===== src/rtl/fpu_issue_queue_if.sv =====
`default_nettype none
// fpu_issue_queue_if -- dispatch, scoreboard and FPU issue signals of the FP issue queue.
// Rev 1.0
interface fpu_issue_queue_if #(
  parameter int LG_PRF_WIDTH = 4,
  parameter int LG_ROB_WIDTH = 4,
  parameter int LG_FCR_WIDTH = 4,
  parameter int LG_FIQ_DEPTH = 2,
  parameter int OPC_WIDTH    = 6
);
  typedef logic [OPC_WIDTH-1:0] opcode_t;

  // Dispatch side
  logic                          flush;
  logic                          enq_val;
  logic                          enq_rdy;
  opcode_t                       enq_opcode;
  logic [LG_PRF_WIDTH-1:0]       enq_srca;
  logic [LG_PRF_WIDTH-1:0]       enq_srcb;
  logic [LG_PRF_WIDTH-1:0]       enq_srcc;
  logic                          enq_use_c;
  logic [LG_ROB_WIDTH-1:0]       enq_rob;
  logic [LG_PRF_WIDTH-1:0]       enq_dst;
  logic [LG_FCR_WIDTH-1:0]       enq_fcr;
  logic [2:0]                    enq_fcr_sel;

  // Scoreboard / writeback arbitration
  logic [(2**LG_PRF_WIDTH)-1:0]  prf_ready;
  logic                          issue_block;

  // FPU issue side
  logic                          start;
  opcode_t                       opcode;
  logic [LG_PRF_WIDTH-1:0]       srca_ptr;
  logic [LG_PRF_WIDTH-1:0]       srcb_ptr;
  logic [LG_PRF_WIDTH-1:0]       srcc_ptr;
  logic [LG_ROB_WIDTH-1:0]       rob_ptr_out;
  logic [LG_PRF_WIDTH-1:0]       dst_ptr_out;
  logic [LG_FCR_WIDTH-1:0]       fcr_ptr_out;
  logic [2:0]                    fcr_sel_out;
  logic [LG_FIQ_DEPTH:0]         count;
  logic                          fpu_idle;

  modport slave (
    input  flush, enq_val, enq_opcode, enq_srca, enq_srcb, enq_srcc, enq_use_c,
           enq_rob, enq_dst, enq_fcr, enq_fcr_sel, prf_ready, issue_block,
    output enq_rdy, start, opcode, srca_ptr, srcb_ptr, srcc_ptr, rob_ptr_out,
           dst_ptr_out, fcr_ptr_out, fcr_sel_out, count, fpu_idle
  );

  modport master (
    output flush, enq_val, enq_opcode, enq_srca, enq_srcb, enq_srcc, enq_use_c,
           enq_rob, enq_dst, enq_fcr, enq_fcr_sel, prf_ready, issue_block,
    input  enq_rdy, start, opcode, srca_ptr, srcb_ptr, srcc_ptr, rob_ptr_out,
           dst_ptr_out, fcr_ptr_out, fcr_sel_out, count, fpu_idle
  );
endinterface
`default_nettype wire


===== src/rtl/fpu_issue_queue.sv =====
`default_nettype none
// fpu_issue_queue -- in-order FP issue queue: buffers renamed ops, issues the head once its sources are ready.
// Rev 1.0
module fpu_issue_queue #(
  parameter int LG_PRF_WIDTH = 4,
  parameter int LG_ROB_WIDTH = 4,
  parameter int LG_FCR_WIDTH = 4,
  parameter int LG_FIQ_DEPTH = 2,
  parameter int FPU_LAT      = 2,
  parameter int OPC_WIDTH    = 6
) (
  input  logic              clk,
  input  logic              reset,
  fpu_issue_queue_if.slave  bus
);
  localparam int DEPTH = 1 << LG_FIQ_DEPTH;
  localparam int CW    = LG_FIQ_DEPTH + 1;

  localparam logic [CW-1:0]           C_CNT_FULL = CW'(DEPTH);
  localparam logic [CW-1:0]           C_CNT_ONE  = CW'(1);
  localparam logic [LG_FIQ_DEPTH-1:0] C_PTR_ONE  = LG_FIQ_DEPTH'(1);

  typedef struct packed {
    logic [OPC_WIDTH-1:0]    opcode;
    logic [LG_PRF_WIDTH-1:0] srca;
    logic [LG_PRF_WIDTH-1:0] srcb;
    logic [LG_PRF_WIDTH-1:0] srcc;
    logic                    use_c;
    logic [LG_ROB_WIDTH-1:0] rob;
    logic [LG_PRF_WIDTH-1:0] dst;
    logic [LG_FCR_WIDTH-1:0] fcr;
    logic [2:0]              fcr_sel;
  } entry_t;

  typedef struct packed {
    logic [OPC_WIDTH-1:0]    opcode;
    logic [LG_PRF_WIDTH-1:0] srca;
    logic [LG_PRF_WIDTH-1:0] srcb;
    logic [LG_PRF_WIDTH-1:0] srcc;
    logic [LG_ROB_WIDTH-1:0] rob;
    logic [LG_PRF_WIDTH-1:0] dst;
    logic [LG_FCR_WIDTH-1:0] fcr;
    logic [2:0]              fcr_sel;
  } issue_t;

  entry_t                  mem_q [DEPTH];
  entry_t                  mem_d [DEPTH];
  logic [LG_FIQ_DEPTH-1:0] head_q, head_d;
  logic [LG_FIQ_DEPTH-1:0] tail_q, tail_d;
  logic [CW-1:0]           count_q, count_d;
  logic                    start_q, start_d;
  issue_t                  out_q, out_d;
  logic [FPU_LAT-1:0]      inflight_q, inflight_d;

  entry_t enq_entry;
  entry_t head_entry;
  logic   enq_rdy;
  logic   enq_fire;
  logic   head_ready;
  logic   issue_go;

  // Full-ness comes from the registered count only, so a same-cycle issue never frees a slot.
  always_comb begin
    enq_entry = '{opcode:  bus.enq_opcode,
                  srca:    bus.enq_srca,
                  srcb:    bus.enq_srcb,
                  srcc:    bus.enq_srcc,
                  use_c:   bus.enq_use_c,
                  rob:     bus.enq_rob,
                  dst:     bus.enq_dst,
                  fcr:     bus.enq_fcr,
                  fcr_sel: bus.enq_fcr_sel};
    head_entry = mem_q[head_q];
    head_ready = bus.prf_ready[head_entry.srca] & bus.prf_ready[head_entry.srcb] &
                 (~head_entry.use_c | bus.prf_ready[head_entry.srcc]);
    enq_rdy    = (count_q != C_CNT_FULL);
    enq_fire   = bus.enq_val & enq_rdy & ~bus.flush;
    issue_go   = (count_q != '0) & ~bus.issue_block & ~bus.flush & head_ready;
  end

  always_comb begin
    mem_d   = mem_q;
    head_d  = head_q;
    tail_d  = tail_q;
    count_d = count_q;
    if (bus.flush) begin
      head_d  = '0;
      tail_d  = '0;
      count_d = '0;
    end else begin
      if (enq_fire) begin
        mem_d[tail_q] = enq_entry;
        tail_d        = tail_q + C_PTR_ONE;
      end
      if (issue_go) begin
        head_d = head_q + C_PTR_ONE;
      end
      case ({enq_fire, issue_go})
        2'b10:   count_d = count_q + C_CNT_ONE;
        2'b01:   count_d = count_q - C_CNT_ONE;
        default: count_d = count_q;
      endcase
    end
  end

  // Issue fields only change on a real issue; they hold otherwise.
  always_comb begin
    start_d = issue_go;
    out_d   = out_q;
    if (issue_go) begin
      out_d = '{opcode:  head_entry.opcode,
                srca:    head_entry.srca,
                srcb:    head_entry.srcb,
                srcc:    head_entry.srcc,
                rob:     head_entry.rob,
                dst:     head_entry.dst,
                fcr:     head_entry.fcr,
                fcr_sel: head_entry.fcr_sel};
    end
  end

  // In-flight shift register is deliberately untouched by flush: the FPU finishes what it started.
  generate
    if (FPU_LAT > 1) begin : g_inflight_shift
      always_comb begin
        inflight_d = {start_q, inflight_q[FPU_LAT-1:1]};
      end
    end else begin : g_inflight_single
      always_comb begin
        inflight_d = start_q;
      end
    end
  endgenerate

  always_ff @(posedge clk) begin
    if (!reset) begin
      head_q     <= '0;
      tail_q     <= '0;
      count_q    <= '0;
      start_q    <= 1'b0;
      out_q      <= '0;
      inflight_q <= '0;
    end else begin
      head_q     <= head_d;
      tail_q     <= tail_d;
      count_q    <= count_d;
      start_q    <= start_d;
      out_q      <= out_d;
      inflight_q <= inflight_d;
    end
  end

  always_ff @(posedge clk) begin
    mem_q <= mem_d;
  end

  assign bus.enq_rdy     = enq_rdy;
  assign bus.start       = start_q;
  assign bus.opcode      = out_q.opcode;
  assign bus.srca_ptr    = out_q.srca;
  assign bus.srcb_ptr    = out_q.srcb;
  assign bus.srcc_ptr    = out_q.srcc;
  assign bus.rob_ptr_out = out_q.rob;
  assign bus.dst_ptr_out = out_q.dst;
  assign bus.fcr_ptr_out = out_q.fcr;
  assign bus.fcr_sel_out = out_q.fcr_sel;
  assign bus.count       = count_q;
  assign bus.fpu_idle    = (count_q == '0) & ~start_q & (inflight_q == '0);

endmodule
`default_nettype wire


===== src/flat_wrapper.sv =====
// flat-port wrapper written by rule: the top's interface ports become plain ports
module fpu_issue_queue_flat 
#(
  parameter int LG_PRF_WIDTH = 4,
  parameter int LG_ROB_WIDTH = 4,
  parameter int LG_FCR_WIDTH = 4,
  parameter int LG_FIQ_DEPTH = 2,
  parameter int FPU_LAT      = 2,
  parameter int OPC_WIDTH    = 6
)
  (clk, reset, bus_flush, bus_enq_val, bus_enq_opcode, bus_enq_srca, bus_enq_srcb, bus_enq_srcc, bus_enq_use_c, bus_enq_rob, bus_enq_dst, bus_enq_fcr, bus_enq_fcr_sel, bus_prf_ready, bus_issue_block, bus_enq_rdy, bus_start, bus_opcode, bus_srca_ptr, bus_srcb_ptr, bus_srcc_ptr, bus_rob_ptr_out, bus_dst_ptr_out, bus_fcr_ptr_out, bus_fcr_sel_out, bus_count, bus_fpu_idle);
  fpu_issue_queue_if #(.LG_PRF_WIDTH(LG_PRF_WIDTH), .LG_ROB_WIDTH(LG_ROB_WIDTH), .LG_FCR_WIDTH(LG_FCR_WIDTH), .LG_FIQ_DEPTH(LG_FIQ_DEPTH), .OPC_WIDTH(OPC_WIDTH)) bus_i ();
  input  logic clk;
  input  logic reset;
  input wire logic [$bits(bus_i.flush)-1:0] bus_flush;
  input wire logic [$bits(bus_i.enq_val)-1:0] bus_enq_val;
  input wire logic [$bits(bus_i.enq_opcode)-1:0] bus_enq_opcode;
  input wire logic [$bits(bus_i.enq_srca)-1:0] bus_enq_srca;
  input wire logic [$bits(bus_i.enq_srcb)-1:0] bus_enq_srcb;
  input wire logic [$bits(bus_i.enq_srcc)-1:0] bus_enq_srcc;
  input wire logic [$bits(bus_i.enq_use_c)-1:0] bus_enq_use_c;
  input wire logic [$bits(bus_i.enq_rob)-1:0] bus_enq_rob;
  input wire logic [$bits(bus_i.enq_dst)-1:0] bus_enq_dst;
  input wire logic [$bits(bus_i.enq_fcr)-1:0] bus_enq_fcr;
  input wire logic [$bits(bus_i.enq_fcr_sel)-1:0] bus_enq_fcr_sel;
  input wire logic [$bits(bus_i.prf_ready)-1:0] bus_prf_ready;
  input wire logic [$bits(bus_i.issue_block)-1:0] bus_issue_block;
  output wire logic [$bits(bus_i.enq_rdy)-1:0] bus_enq_rdy;
  output wire logic [$bits(bus_i.start)-1:0] bus_start;
  output wire logic [$bits(bus_i.opcode)-1:0] bus_opcode;
  output wire logic [$bits(bus_i.srca_ptr)-1:0] bus_srca_ptr;
  output wire logic [$bits(bus_i.srcb_ptr)-1:0] bus_srcb_ptr;
  output wire logic [$bits(bus_i.srcc_ptr)-1:0] bus_srcc_ptr;
  output wire logic [$bits(bus_i.rob_ptr_out)-1:0] bus_rob_ptr_out;
  output wire logic [$bits(bus_i.dst_ptr_out)-1:0] bus_dst_ptr_out;
  output wire logic [$bits(bus_i.fcr_ptr_out)-1:0] bus_fcr_ptr_out;
  output wire logic [$bits(bus_i.fcr_sel_out)-1:0] bus_fcr_sel_out;
  output wire logic [$bits(bus_i.count)-1:0] bus_count;
  output wire logic [$bits(bus_i.fpu_idle)-1:0] bus_fpu_idle;
  assign bus_i.flush = bus_flush;
  assign bus_i.enq_val = bus_enq_val;
  assign bus_i.enq_opcode = bus_enq_opcode;
  assign bus_i.enq_srca = bus_enq_srca;
  assign bus_i.enq_srcb = bus_enq_srcb;
  assign bus_i.enq_srcc = bus_enq_srcc;
  assign bus_i.enq_use_c = bus_enq_use_c;
  assign bus_i.enq_rob = bus_enq_rob;
  assign bus_i.enq_dst = bus_enq_dst;
  assign bus_i.enq_fcr = bus_enq_fcr;
  assign bus_i.enq_fcr_sel = bus_enq_fcr_sel;
  assign bus_i.prf_ready = bus_prf_ready;
  assign bus_i.issue_block = bus_issue_block;
  assign bus_enq_rdy = bus_i.enq_rdy;
  assign bus_start = bus_i.start;
  assign bus_opcode = bus_i.opcode;
  assign bus_srca_ptr = bus_i.srca_ptr;
  assign bus_srcb_ptr = bus_i.srcb_ptr;
  assign bus_srcc_ptr = bus_i.srcc_ptr;
  assign bus_rob_ptr_out = bus_i.rob_ptr_out;
  assign bus_dst_ptr_out = bus_i.dst_ptr_out;
  assign bus_fcr_ptr_out = bus_i.fcr_ptr_out;
  assign bus_fcr_sel_out = bus_i.fcr_sel_out;
  assign bus_count = bus_i.count;
  assign bus_fpu_idle = bus_i.fpu_idle;
  fpu_issue_queue #(.LG_PRF_WIDTH(LG_PRF_WIDTH), .LG_ROB_WIDTH(LG_ROB_WIDTH), .LG_FCR_WIDTH(LG_FCR_WIDTH), .LG_FIQ_DEPTH(LG_FIQ_DEPTH), .FPU_LAT(FPU_LAT), .OPC_WIDTH(OPC_WIDTH)) u_core (.clk(clk), .reset(reset), .bus(bus_i));
endmodule

===== config.mk =====
export PLATFORM = sky130hd
export DESIGN_NAME = fpu_issue_queue_flat
export DESIGN_NICKNAME = d
export VERILOG_FILES = /design/src/rtl/fpu_issue_queue_if.sv /design/src/rtl/fpu_issue_queue.sv /design/src/flat_wrapper.sv
export SDC_FILE = /design/constraint.sdc
export NUM_CORES = 1
export LEC_CHECK = 0
export ABC_CLOCK_PERIOD_IN_PS = 10700
export BUFFER_PORTS_ARGS = -buffer_cell sky130_fd_sc_hd__buf_4
export CAP_MARGIN = 10
export CORE_MARGIN = 4
export CORE_UTILIZATION = 40
export DETAILED_ROUTE_END_ITERATION = 16
export MAX_ROUTING_LAYER = met4
export PLACE_DENSITY = 0.59
export SLEW_MARGIN = 20
export SYNTH_ARGS = -nofsm -noshare
export SYNTH_HDL_FRONTEND = slang
export SYNTH_SLANG_ARGS = --single-unit
export TNS_END_PERCENT = 30

===== constraint.sdc =====
create_clock -name clk -period 10.7 [get_ports clk]
set_clock_uncertainty 0.05 [all_clocks]
set_input_delay 0 -clock clk [delete_from_list [all_inputs] [get_ports clk]]
set_output_delay 0 -clock clk [all_outputs]
set_load 0.02 [all_outputs]

# Yosys cells after proc, flatten, opt, wreduce, memory -nomap -nowiden
# Index checks and enable logic that the tools add are counted.
# totals
word_cells,99
reg_bits,179
inputBits,55
out_inout_bits,39
# classes
n_eq_ne,3
add_sub_neg,4
bitwise,17
order_cmp,6
n_mux,13
reduce_logical,7
# ops
operator,count
bitwise mux 136 bit,1
2-to-1 mux 34 bit,3
binary-select mux 34 bit (select 2 bit),1
demux 34 bit (select 2 bit),1
< comparator 4 x 5 -> 1 bit (second input constant),3
binary-select mux 1 bit (select 4 bit),3
bitwise AND 1 bit,9
greater-or-equal comparator 3 bit (second input constant),2
NOT 2 -> 3 bit,2
one-hot mux 3 bit (2 select lines),1
NOT 1 bit,5
adder 2 x 1 -> 2 bit (second input constant),2
adder 3 x 1 -> 3 bit (second input constant),1
logical NOT 3 bit,1
< comparator 3 x 1 -> 1 bit (second input constant),1
2-to-1 mux 1 bit,3
!= test 3 bit (second input constant),1
nonzero test 3 bit,1
subtractor 3 x 1 -> 3 bit (second input constant),1
== test 2 x 1 -> 1 bit (second input constant),1
== test 2 bit (second input constant),1
logical NOT 2 bit,1
AND reduction 2 bit,1
nonzero test 2 bit,1
other kinds (3),3

# Depth between registers and ports, before layout
# logic_depth
word_depth,11
ltp_mapped,16
depth_no_buf,13

# Worst setup path before layout
# Ideal clock, no wire load.
# synth_path
kind,reg2reg
startpoint,register u_core.head_q[0]
endpoint,register u_core.count_q[2] (netlist: u_core.bus.count[2])
stages_incl_launch_ff,17
required_time_ps,10580
path_buffers,3
t_arrival_ps,3485
setup_time_ps,70
path_slack_ps,7095
period_less_slack_ps,3605
cell_sequence,dfxtp_1 > buf_6 > mux4_2 > buf_4 > mux2i_1 > mux2_2 > a2bb2oi_1 > a22oi_2 > nand2_4 > inv_2 > buf_4 > ha_1 > inv_1 > fa_1 > xor2_1 > or3_1 > a21oi_1
# synth_between
elab_chain_len,11
word_cells_on_any_way,19
cone_classes,2 x eq/ne; 10 x mux; 6 x bitwise; 1 x reduce/logical
# synth_rtl
item,line_no,text
start: declaration,fpu_issue_queue.sv:48,"logic [LG_FIQ_DEPTH-1:0] head_q, head_d;"
start signal: assignment,fpu_issue_queue.sv:137,head_q <= '0;
start signal: assignment,fpu_issue_queue.sv:144,head_q <= head_d;
NOT 2 -> 3 bit (not written as such) (*),fpu_issue_queue.sv:73,head_entry = mem_q[head_q];
binary-select mux 34 bit (select 2 bit) (*),fpu_issue_queue.sv:73,
2-to-1 mux 34 bit (not written as such) (*) (2 in a row),fpu_issue_queue.sv:73,
binary-select mux 1 bit (select 4 bit) (on tied branches),"fpu_issue_queue.sv:74, fpu_issue_queue.sv:75",
2-to-1 mux 1 bit (on tied branches),"fpu_issue_queue.sv:74, fpu_issue_queue.sv:75",
bitwise AND 1 bit / bitwise OR 1 bit (equally long branches),"fpu_issue_queue.sv:74, fpu_issue_queue.sv:75",
bitwise AND 1 bit (*),fpu_issue_queue.sv:74,head_ready = bus.prf_ready[head_entry.srca] & bus.prf_ready[head_entry.srcb] &
bitwise AND 1 bit (*),fpu_issue_queue.sv:78,issue_go = (count_q != '0) & ~bus.issue_block & ~bus.flush & head_ready;
named net u_core.issue_go,fpu_issue_queue.sv:60,logic issue_go;
== test 2 x 1 -> 1 bit / == test 2 bit (equally long branches),fpu_issue_queue.sv:98,"case ({enq_fire, issue_go})"
one-hot mux 3 bit (2 select lines) / nonzero test 2 bit (equally long branches),-,
end signal: assignment,fpu_issue_queue.sv:146,count_q <= count_d;
end: declaration,fpu_issue_queue.sv:50,"logic [CW-1:0] count_q, count_d;"
# The timed path passes the listed nets; every way through them passes the cells marked *. The select of a mux whose other input is x is not followed.
# A chain may end at the register's enable or synchronous reset.

# Worst setup path after layout
# layout_path
startpoint,register u_core.head_q[0]
endpoint,register u_core.count_q[2] (netlist: u_core.bus.count[2])
# layout_between
elab_chain_len,11
word_cells_on_any_way,19
cone_classes,2 x eq/ne; 10 x mux; 6 x bitwise; 1 x reduce/logical
# layout_rtl
item,line_no
NOT 2 -> 3 bit (not written as such) (*),fpu_issue_queue.sv:73
binary-select mux 34 bit (select 2 bit) (*),fpu_issue_queue.sv:73
2-to-1 mux 34 bit (not written as such) (*) (2 in a row),fpu_issue_queue.sv:73
binary-select mux 1 bit (select 4 bit) (on tied branches),"fpu_issue_queue.sv:74, fpu_issue_queue.sv:75"
2-to-1 mux 1 bit (on tied branches),"fpu_issue_queue.sv:74, fpu_issue_queue.sv:75"
bitwise AND 1 bit / bitwise OR 1 bit (equally long branches),"fpu_issue_queue.sv:74, fpu_issue_queue.sv:75"
bitwise AND 1 bit (*),fpu_issue_queue.sv:74
bitwise AND 1 bit (*),fpu_issue_queue.sv:78
== test 2 x 1 -> 1 bit / == test 2 bit (equally long branches),fpu_issue_queue.sv:98
one-hot mux 3 bit (2 select lines) / nonzero test 2 bit (equally long branches),-
# Every way passes the cells marked *; elsewhere a longest branch is shown, timed or not. The select of a mux whose other input is x is not followed.

==> impl_results.md <==
- Worst Path Buf+Inv: 3
- Number of remaining DRC errors: 0
- Core area: 17,480 um2
- Later-pin clock latency in the skew report: 420 ps
- Register bit total from synthesis: 179
- TNS Setup: 0 ps
- Final ANT Viol Nets: 0
- Syn avg cell area: 16.35 um2
- Total Routing Usage GR: 15.96%
- Initial antenna violation count: 1
- Worst IR Drop VDD: 0.1368 mV
- PD cells: 159.2 nW/um2
- First-pass GRT wire length: 23,800 um
- Yosys synthesis warning count: 0
- Crit-path max FO: 32
- Max-slew violations: 0
- R2R Setup Slk: 5780 ps
- F_max: 0.2034 GHz
- Critical path endpoint: u_core.bus.count[2]
- Top Family by Delay on Critical Path: compound AO/OA/AOI/OAI gates
- Worst setup EP type: register
- Final setup vio count: 0
- Static Leak: 3.319 nW
- Yosys cell types: 39
- Clock root buffer: clkbuf_16
- Placed standard-cell area: 8063 um2
- Ports: 94
- Final Wtd Congestion: 0.8783
- DRT iter0 DRCs: 211
- Mapped Area: 7208 um2
- H-tree Lvls: 4
- Max-Cap Viols: 0
- Fin cells: 804
- Area grow syn2layout: 24.75%
- Die width: 142.2 um
- Num CTS Buffers: 17
- Die area: 20,230 um2
- Final WL: 14,650 um
- Crit path kind: register to register
- Clock tree buffer depth: 2
- CTS tree: yes
- Final Hold Fails: 0
- Largest net degree at the start of global routing: 72
- Crit path depth: 14
- Synth Instances: 441
- Clock slew at reported path FFs: 70 ps
- Via density: 5.108
- Hpwl dp: 9239 um
- Avg WL per Cell: 18.22 um
- Crit-path cells: buf_4 > mux4_2 > and2_1 > a221oi_1 > nand2_1 > a22oi_2 > nand2_4 > inv_2 > ha_1 > inv_1 > fa_1 > xor2_1 > or3_1 > a21oi_1
- Synth area leaders: edfxtp_1 (57%), dfxtp_1 (12%), mux4_2 (11%)
- Commonest cells in the netlist: edfxtp_1 (136), nand2_1 (60), mux2i_1 (51)
- Cell with the largest stage delay on the worst path: mux4_2
- Reg2reg path depth: 14
- Synth top area share: 56.66%
- Initial Util: 41.24%
- Gr ovfl total: 0
- Required time worst endpoint: 11,000 ps
- Nets: 626
- Crit path launch: u_core.head_q[0]
- Sink Count: 179
- Sequential fraction of the synthesis area: 68.60%
- RSZ-0062 raised after global routing: false
- Type of the tightest min-delay check: input pin to register
- Final Instance Area: 8992 um2
- Cell taking the most area after synthesis: edfxtp_1
- Layout cells sized above 1: 29.41%
- Dpl cells: 735
- Number of synthesized flops with an enable pin: 136
- Post-synth top flop: edfxtp_1
- Status: finished, final reports clean
- Async SR Flop Fraction: 0%
- DR vias: 4,107
- Initial DRT Pass Iterations: 4
- CP startpoint kind: register
- IO buf count: 93
- Critical path's largest stage delay: 640 ps
- R2R Path Start: u_core.head_q[0]
- Slew @ Worst Pin: 1003 ps
- Die Ht: 142.2 um
- Number of global-route vias before repair: 4,369
- Cell with the most instances after synthesis: edfxtp_1
- Min cycle time layout: 4917 ps
- Slew Limit Headroom: 33.15%
- R2R Path End: u_core.bus.count[2]
- Net Count, Synth: 502
- Critical Path AT: 5220 ps
- Final worst path period share: 45.95%
- Rows: 48
[layout make-up]
class                           count  area [um2]
Fill cell                        1448        8484
Sequential cell                   179        4947
Multi-Input combinational cell    229        2098
Timing Repair Buffer              130        1066
Clock buffer                       18       429.2
Tap cell                          225       281.5
Clock inverter                     14       137.6
Inverter                            8       30.03
Antenna cell                        1       2.502
[power breakdown]
group	leakage (nW)	switching [mW]	internal, mW
combinational	1.46	0.0392	0.0387
clock	0.275	0.252	0.342
sequential	1.58	0.00236	0.757
total	3.32	0.294	1.14
[stage by stage]
| step | utilization (%) | total power [mW] | worst slack (ps) | hold slack, ps |
|---|---|---|---|---|
| detailed placement | 46.13 | 0.8424 | 5689 | 152.6 |
| CTS | 51.44 | 1.446 | 5677 | 86.22 |
| global placement | 46.13 | 0.8401 | 5855 | 149.4 |
| global route | 51.45 | 1.487 | 5320 | 143.7 |
| finish | 51.45 | 1.432 | 5783 | 110.1 |
| floorplan | - | 0.8092 | 7095 | 48.87 |
[cell usage in the layout (no fill, tap or decap), drive strengths merged, types with 2 or more instances in the layout]
master       instances
buf                 94
nor2b                4
mux4                35
inv                 10
bufinv               2
clkbuf              18
dfxtp               43
dlygate4sd3         36
xor2                 2
clkinvlp             2
nand2               61
or3                  2
a22oi                4
mux2i               51
o21ai               14
a21oi                3
nor2                10
and2                 7
nand4               12
ha                   5
nand3                5
edfxtp             136
clkinv               8
[how the worst min path moves through the flow]
| stage | start | end | slack [ps] | cells past startpoint |
|---|---|---|---|---|
| 2_1_floorplan | bus_enq_fcr_sel[0] | u_core.mem_q[0] | 50 | 0 |
| 3_3_place_gp | bus_enq_srcb[3] | u_core.mem_q[57] | 150 | 1 |
| 3_5_place_dp | bus_enq_srcb[3] | u_core.mem_q[57] | 150 | 1 |
| 4_1_cts | reset | u_core.bus.opcode[2] | 90 | 3 |
| 5_1_grt | reset | u_core.bus.dst_ptr_out[3] | 140 | 3 |
| 6_report | reset | u_core.bus.opcode[2] | 110 | 3 |
[tightest hold or removal path, stage by stage]
cell     delay, ps
buf_4          330
nand2_1        130
mux2i_1         50
[per-layer routing]
metal / GRT usage (%) / routed length (um) / vias up
li1: - / - / 1933
met1: 21.07 / 6740 / 2063
met2: 24.30 / 6994 / 95
met3: 3.595 / 740 / 16
met4: 6.061 / 170 / 0
met5: - / 0 / -
[cells by family after synthesis]
group,share of synthesized area (%)
simple gates,6.805
flops,68.60
xor+xnor,0.3646
fa+ha+maj,1.146
buf+inv,2.361
mux,18.17
compound gates,2.552
[state kept, by name, summed over array words and instances, names as in the netlist]
register and cells:
u_core.bus.rob_ptr_out 4, u_core.mem_q 136, u_core.bus.fcr_sel_out 3, u_core.tail_q 2, u_core.bus.count 3, u_core.bus.fcr_ptr_out 4, u_core.bus.srcc_ptr 4, u_core.bus.opcode 6
u_core.inflight_q 2, u_core.bus.srca_ptr 4, u_core.bus.start 1, u_core.bus.srcb_ptr 4, u_core.bus.dst_ptr_out 4, u_core.head_q 2
[repair_timing]
action	CTS	global route
hold buffers	36	0
setup buffers	0	0
endpoints found under the hold margin	139	0
resized for setup	0	0
(Power assumes the default switching activity.)
